==> config.mk <==
export PLATFORM = sky130hd
export DESIGN_NAME = spi_master_ctrl
export DESIGN_NICKNAME = d
export VERILOG_FILES = /design/src/rtl/spi_master_ctrl.sv
export SDC_FILE = /design/constraint.sdc
export NUM_CORES = 1
export LEC_CHECK = 0
export BUFFER_PORTS_ARGS = -buffer_cell sky130_fd_sc_hd__buf_4
export CORE_MARGIN = 2
export CORE_UTILIZATION = 50
export DETAILED_ROUTE_END_ITERATION = 8
export PLACE_DENSITY = 0.87
export SYNTH_ARGS = -nofsm -noshare
export SYNTH_HDL_FRONTEND = slang
export SYNTH_SLANG_ARGS = --single-unit
==> constraint.sdc <==
create_clock -name clk -period 1.6 [get_ports clk]
set_input_delay 0.16 -clock clk [delete_from_list [all_inputs] [get_ports clk]]
set_output_delay 0.16 -clock clk [all_outputs]
set_load 0.02 [all_outputs]
==> src/rtl/spi_master_ctrl.sv <==
// SPI master: serialises a 10-bit command frame on the system clock and, for
// rd-data frames, collects the 8-bit reply after a programmable turnaround.
module spi_master_ctrl #(
    parameter int unsigned TURNAROUND = 2
) (
    input  logic       clk,
    input  logic       rst,
    input  logic       start,
    input  logic [9:0] cmd,
    input  logic       MISO,
    output logic       SS_n,
    output logic       MOSI,
    output logic       busy,
    output logic       done,
    output logic [7:0] rd_data,
    output logic       rd_valid
);

    typedef enum logic [2:0] {
        S_IDLE,
        S_START,
        S_SEL,
        S_SHIFT_CMD,
        S_TURN,
        S_SHIFT_RD,
        S_END
    } state_t;

    localparam logic [3:0] TURN_LAST = 4'(TURNAROUND - 1);

    state_t     r_state;
    logic [3:0] r_cnt;
    logic [9:0] r_cmd;
    logic [7:0] r_shift;
    logic       r_is_rd;

    logic [3:0] w_next_idx;
    logic       w_frame_rd;
    logic [7:0] w_shift_in;

    // Outputs are set on the edge that enters a state, so they line up with it.
    assign w_next_idx = 4'd8 - r_cnt;
    assign w_frame_rd = (r_cmd[9:8] == 2'b11);
    assign w_shift_in = {r_shift[6:0], MISO};

    always_ff @(posedge clk) begin
        if (rst) begin
            r_state  <= S_IDLE;
            r_cnt    <= 4'd0;
            r_is_rd  <= 1'b0;
            SS_n     <= 1'b1;
            MOSI     <= 1'b0;
            busy     <= 1'b0;
            done     <= 1'b0;
            rd_valid <= 1'b0;
            rd_data  <= 8'h00;
        end else begin
            done     <= 1'b0;
            rd_valid <= 1'b0;
            case (r_state)
                S_IDLE: begin
                    if (start) begin
                        r_cmd   <= cmd;
                        r_state <= S_START;
                        r_cnt   <= 4'd0;
                        SS_n    <= 1'b0;
                        MOSI    <= 1'b0;
                        busy    <= 1'b1;
                    end
                end
                S_START: begin
                    r_state <= S_SEL;
                    r_cnt   <= 4'd0;
                    MOSI    <= r_cmd[9];
                end
                S_SEL: begin
                    r_state <= S_SHIFT_CMD;
                    r_cnt   <= 4'd0;
                    MOSI    <= r_cmd[9];
                end
                S_SHIFT_CMD: begin
                    if (r_cnt == 4'd9) begin
                        r_cnt   <= 4'd0;
                        MOSI    <= 1'b0;
                        r_is_rd <= w_frame_rd;
                        if (w_frame_rd) begin
                            r_state <= S_TURN;
                        end else begin
                            r_state <= S_END;
                            SS_n    <= 1'b1;
                            done    <= 1'b1;
                        end
                    end else begin
                        r_cnt <= r_cnt + 4'd1;
                        MOSI  <= r_cmd[w_next_idx];
                    end
                end
                S_TURN: begin
                    if (r_cnt == TURN_LAST) begin
                        r_state <= S_SHIFT_RD;
                        r_cnt   <= 4'd0;
                    end else begin
                        r_cnt <= r_cnt + 4'd1;
                    end
                end
                S_SHIFT_RD: begin
                    r_shift <= w_shift_in;
                    if (r_cnt == 4'd7) begin
                        r_state  <= S_END;
                        r_cnt    <= 4'd0;
                        rd_data  <= w_shift_in;
                        rd_valid <= 1'b1;
                        done     <= 1'b1;
                        SS_n     <= 1'b1;
                    end else begin
                        r_cnt <= r_cnt + 4'd1;
                    end
                end
                S_END: begin
                    r_state <= S_IDLE;
                    r_cnt   <= 4'd0;
                    busy    <= 1'b0;
                end
                default: begin
                    r_state <= S_IDLE;
                    SS_n    <= 1'b1;
                    MOSI    <= 1'b0;
                    busy    <= 1'b0;
                end
            endcase
        end
    end

endmodule

## Word-level counts from Yosys, hierarchy flattened

Cells that the tools add are included.
W data, S select, Z words.

- Bits in registers: 37
- Word-level logic and storage cells: 75

- Multiplexer cells: 26
- $lt $le $gt $ge: 1
- Equal/unequal tests: 15
- Reduce and logical (&&, ||, !) cells: 16
- Bitwise gates (word level): 5
- Add/subtract/negate cells: 2

Operators with widths:

| kind | count |
|---|---|
| $pmux W4 S5 | 1 |
| $pmux W3 S6 | 1 |
| $mux W4 | 4 |
| $mux W3 | 4 |
| $mux W1 | 10 |
| $ne A2 B2 Y1 const B | 5 |
| $reduce_and A2 Y1 | 5 |
| $eq A3 B3 Y1 const B | 3 |
| $pmux W1 S4 | 2 |
| $eq A3 B2 Y1 const B | 2 |
| $reduce_or A3 Y1 | 2 |
| $lt A4 B5 Y1 const B | 1 |
| $not A1 Y1 | 5 |
| $reduce_and A5 Y1 | 1 |
| $reduce_bool A5 Y1 | 1 |
| $reduce_or A5 Y1 | 1 |
| $add A4 B1 Y4 const B | 1 |
| $bmux W1 S4 | 1 |
| $eq A4 B1 Y1 const B | 1 |
| $eq A4 B3 Y1 const B | 1 |
| $eq A4 B4 Y1 const B | 1 |
| $pmux W1 S2 | 2 |
| $reduce_and A4 Y1 | 1 |
| $reduce_or A2 Y1 | 2 |
| other kinds (7) | 7 |

## Depth between registers and ports, before layout

- Word-level depth: 5
- Gate-level depth with buffers: 7
- Gate-level depth less buffers: 7

## Worst setup path after synthesis

No wires, ideal clock.

- Kind: register -> register
- Start: reg r_cnt[0]
- End: reg MOSI
- Cell stages (with the launch flop): 8
- Required time: 1477 ps
- Arrival: 1589 ps
- Path buffers: 1
- Path slack: -112 ps
- Library setup time: 123 ps
- Path through: dfxtp_1 buf_2 inv_1 ha_1 mux4_2 mux2_2 nand3_1 nand3_1

- Longest elaborated chain between the ends: 5
- Elaborated cells on any way between the ends: 6

RTL lines:

| what | RTL line | RTL |
|---|---|---|
| from (decl) | 32 | `logic [3:0] r_cnt;` |
| from (signal assigned) | 94 | `r_cnt <= r_cnt + 4'd1;` |
| from (signal assigned) | 103 | `r_cnt <= r_cnt + 4'd1;` |
| from (signal assigned) | 116 | `r_cnt <= r_cnt + 4'd1;` |
| $sub A4 B4 Y4 | 42 | `assign w_next_idx = 4'd8 - r_cnt;` |
| $bmux W1 S4 | 95 | `MOSI <= r_cmd[w_next_idx];` |
| $mux W1 (implied by the code) | 95 |  |
| $mux W1 (*) | 82 | `if (r_cnt == 4'd9) begin` |
| $pmux W1 S4 (*) | 60 | `case (r_state)` |
| to (signal assigned) | 74 | `MOSI <= r_cmd[9];` |
| to (signal assigned) | 79 | `MOSI <= r_cmd[9];` |
| to (signal assigned) | 95 |  |
| to (decl) | 12 | `output logic MOSI,` |

Every way passes the cells marked *; elsewhere a longest branch is shown, timed or not. The select of a mux whose other input is x is not followed.
A chain may end at the register's enable or synchronous reset.

## Final worst setup path

- Start: reg r_state[0]
- End: reg r_cnt[2]

- Longest elaborated chain between the ends: 4
- Elaborated cells on any way between the ends: 12

RTL lines:

| what | RTL line | RTL |
|---|---|---|
| from (decl) | 31 | `state_t r_state;` |
| from (signal assigned) | 48 | `r_state <= S_IDLE;` |
| from (signal assigned) | 64 | `r_state <= S_START;` |
| from (signal assigned) | 72 | `r_state <= S_SEL;` |
| $eq A3 B2 Y1 (tied with other cells) | 60 |  |
| $reduce_or A3 Y1 (no source line) | -- |  |
| $reduce_bool A5 Y1 (no source line) | -- |  |
| $reduce_and A2 Y1 (no source line) | -- |  |

Several ways; a longest one is shown, not always the timed one.

==> flow_summary_export.csv <==
group,metric,value,unit
status,run_status,"completed",
setup_path,critical_path.max_fanout,7,
setup_path,reg2reg_depth,5,
setup_path,reg2reg_slack,0.01,ns
worst_hold_path,min_path_type,"input pin to flip-flop",
route,finalWirelength,4090,µm
yosys,synth_warnings,0,
route,route.met2.wl,2040,µm
sta,report.final.slew_viol_count,0,
setup_path,cp-end-kind,"flip-flop",
yosys,syn_area_per_cell,11.3,µm²
route,met1_length,1630,µm
floorplanning,num_rows,21,
setup_path,reg2reg_from,"r_state[0]$_SDFFE_PP0P_",
sta,max_freq,630,MHz
place,portBuffers,26,
clock_tree,path_clk_slew,0.12,ns
route,wl_met3,291,µm
pwr,p_per_area,881,nW/µm²
route,drtPass1Iterations,5,
clock_tree,htreeDepth,2,
route,drtIter0Drc,73,
pwr,pwr-share-clk,0.331,
yosys,synth_edf_count,17,
setup_path,r2r-end,"r_cnt[2]$_SDFFE_PP0P_",
floorplanning,core,3280,µm²
run,cap_violations,0,
route,ant_nets,0,
place,dp_hpwl,2550,µm
sta,max-slew-margin-rel,0.746,
finish,fill_cells,221,
place,place_area,2020,µm²
sta,rsz0062_at_grt,"true",
sta,finalCriticalPeriod,1.59,ns
sta,setup_viol,0,
finish,finalNetCount,219,
clock_tree,cts.sinks,37,
sta,worst_pin_slew,0.381,ns
setup_path,arrival,1.82,ns
clock_tree,cts_buffers,5,
floorplanning,die_area,3840,µm²
sta,hold_violations,0,
sta,finalClockSkew,0.0193,ns
clock_tree,insertion_delay,0.35,ns
yosys,syn_area,1680,µm²
yosys,synth_nets,166,
yosys,synth_ff_type,"dfxtp_1",
global_route,grtUsageTotal,0.222,
clock_tree,clockBufferDepth,2,
pwr,p_sw_frac,0.237,
pwr,combPwrFrac,0.153,
global_route,grt_pass1_vias,1315,
worst_hold_path,min_delay_path_depth,2,
yosys,ys_async_sr_fraction,0,
finish,regArea,921,µm²
route,top_layer,"met4",
pwr,switching_power,0.000482,W
global_route,overflow,0,
floorplanning,die_h,61.9,µm
global_route,antenna_found_initial,0,
yosys,syn_inst,149,
setup_path,startpoint_type,"flip-flop",
finish,drive_gt1_frac,0.389,
yosys,synth_cell_types,47,
pwr,seqPwrFrac,0.517,
sta,fin_crit_sh,0.993,
floorplanning,start_util,0.511,
route,via_count,1407,
clock_tree,cts_root_buf,"clkbuf_4",
finish,fin_area,2310,µm²
finish,area_delta_synth_final,37.4,%
route,wire_per_inst,16.4,µm
pwr,intPower,0.00155,W
setup_path,required,1.83,ns
floorplanning,die_w,61.9,µm
finish,multi_input_comb_area,768,µm²
floorplanning,io_pins,27,
global_route,grt_pass1_wl,6090,µm
pwr,peakVddDrop,0.604,mV
pwr,finalPower,0.00203,W
sta,setup_tns,0,ns
yosys,synth-seq-area-share,0.543,
route,drc,0,
worst_hold_path,hold_start,"rst",
setup_path,crit_type,"flip-flop to flip-flop",
finish,diodes,0,
global_route,grt_max_degree,24,
worst_hold_path,holdPathEnd,"r_state[1]$_SDFFE_PP0P_",
yosys,synth-seq-cells,37,
clock_tree,cts_tree,"done",
pwr,p_leak,0.896,nW
place,place_congestion,0.920,
route,vias_per_cell,5.65,
[worst max path at each step]
| stage | start | to | slack, ns | depth (start not counted) |
|---|---|---|---|---|
| floorplan | r_cnt[0]$_SDFFE_PP0P_ | MOSI$_SDFFE_PP0P_ | -0.005 | 7 |
| global placement | r_cnt[0]$_SDFFE_PP0P_ | MOSI$_SDFFE_PP0P_ | 0.04 | 5 |
| detailed placement | r_cnt[0]$_SDFFE_PP0P_ | MOSI$_SDFFE_PP0P_ | -0.02 | 5 |
| CTS | r_cnt[1]$_SDFFE_PP0P_ | r_state[1]$_SDFFE_PP0P_ | 0.0009 | 7 |
| global route | r_state[0]$_SDFFE_PP0P_ | r_cnt[2]$_SDFFE_PP0P_ | -0.03 | 5 |
| finish | r_state[0]$_SDFFE_PP0P_ | r_cnt[2]$_SDFFE_PP0P_ | 0.01 | 5 |
[registers in the layout, indices dropped and copies added, names as in the netlist]
register  cells
MOSI          1
SS_n          1
busy          1
done          1
r_cmd        10
r_cnt         4
r_shift       7
r_state       3
rd_data       8
rd_valid      1
[power by group through the flow]
| stage | clock, W | sequential, W | combinational, W |
|---|---|---|---|
| floorplan | 0 | 0.00107 | 0.000155 |
| global placement | 0 | 0.00107 | 0.000254 |
| detailed placement | 0 | 0.00107 | 0.000267 |
| CTS | 0.000680 | 0.00105 | 0.000288 |
| global route | 0.000723 | 0.00105 | 0.000332 |
| finish | 0.000672 | 0.00105 | 0.000310 |
[logic make-up after synthesis]
logic type / Yosys count / synth area share
compound gates: 29 / 0.126
xor+xnor: 2 / 0.0104
fa+ha+maj: 3 / 0.0224
buf+inv: 12 / 0.0403
flops: 37 / 0.543
mux: 12 / 0.0872
simple gates: 54 / 0.171
[synthesized netlist by cell type (all sizes together) (3+ instances only)]
cell type,number,area share
ha,3,0.022
nor2,21,0.047
o21ai,4,0.019
a21oi,9,0.027
buf,5,0.022
inv,4,0.0089
dfxtp,20,0.24
nor3,4,0.015
nand3,6,0.018
o21bai,3,0.013
mux2i,9,0.054
nand2b,3,0.013
edfxtp,17,0.30
nand2,8,0.019
[per-layer routing]
metal,global-route usage,up-vias
li1,-,644
met1,0.283,670
met2,0.358,79
met3,0.0497,14
met4,0.109,0
met5,0,-
[through the flow]
step                 util  cells  setup slack, ns  hold WS, ns
detailed placement  0.614    228          -0.0239        0.339
CTS                 0.672    245         0.000909      0.00174
floorplan               -    149         -0.00544        0.239
global placement    0.614    228           0.0379        0.338
finish              0.702    249           0.0114        0.135
global route        0.702    249          -0.0308        0.154
[layout by cell type (no fill, tap or decap), types with 3 or more instances in the layout]
cell type / count
buf_4: 39
nor2_1: 19
edfxtp_1: 17
dfxtp_1: 16
dlygate4sd3_1: 11
mux2i_1: 9
a21oi_1: 7
nand2_1: 6
nand3_1: 6
clkbuf_4: 5
o21ai_0: 3
nor3_1: 3
o21bai_1: 3
buf_6: 3
[worst max-delay path, stage by stage, from the launching register on]
cell      delay, ns
dfxtp_1        0.40
or4_4          0.57
o21ai_4        0.14
nor3b_2        0.09
o211ai_2       0.18
a21oi_1        0.09
[final cells by class]
class / count / area share
flip-flops and latches: 37 / 0.399
multi-input cells: 100 / 0.333
repair buffers: 54 / 0.198
well taps: 46 / 0.0250
clock buffers: 7 / 0.0239
clock inverters: 1 / 0.0130
inverters: 4 / 0.00760
[repair_timing]
item | CTS | global route
gates cloned | 0 | 1
setup endpoints to repair | 5 | 12
resized for setup | 5 | 20
hold buffers | 9 | 2
pin swaps | 0 | 2
endpoints found under the hold margin | 9 | 2
setup buffers | 0 | 1
Note: power is estimated with default switching activity, not from simulation.
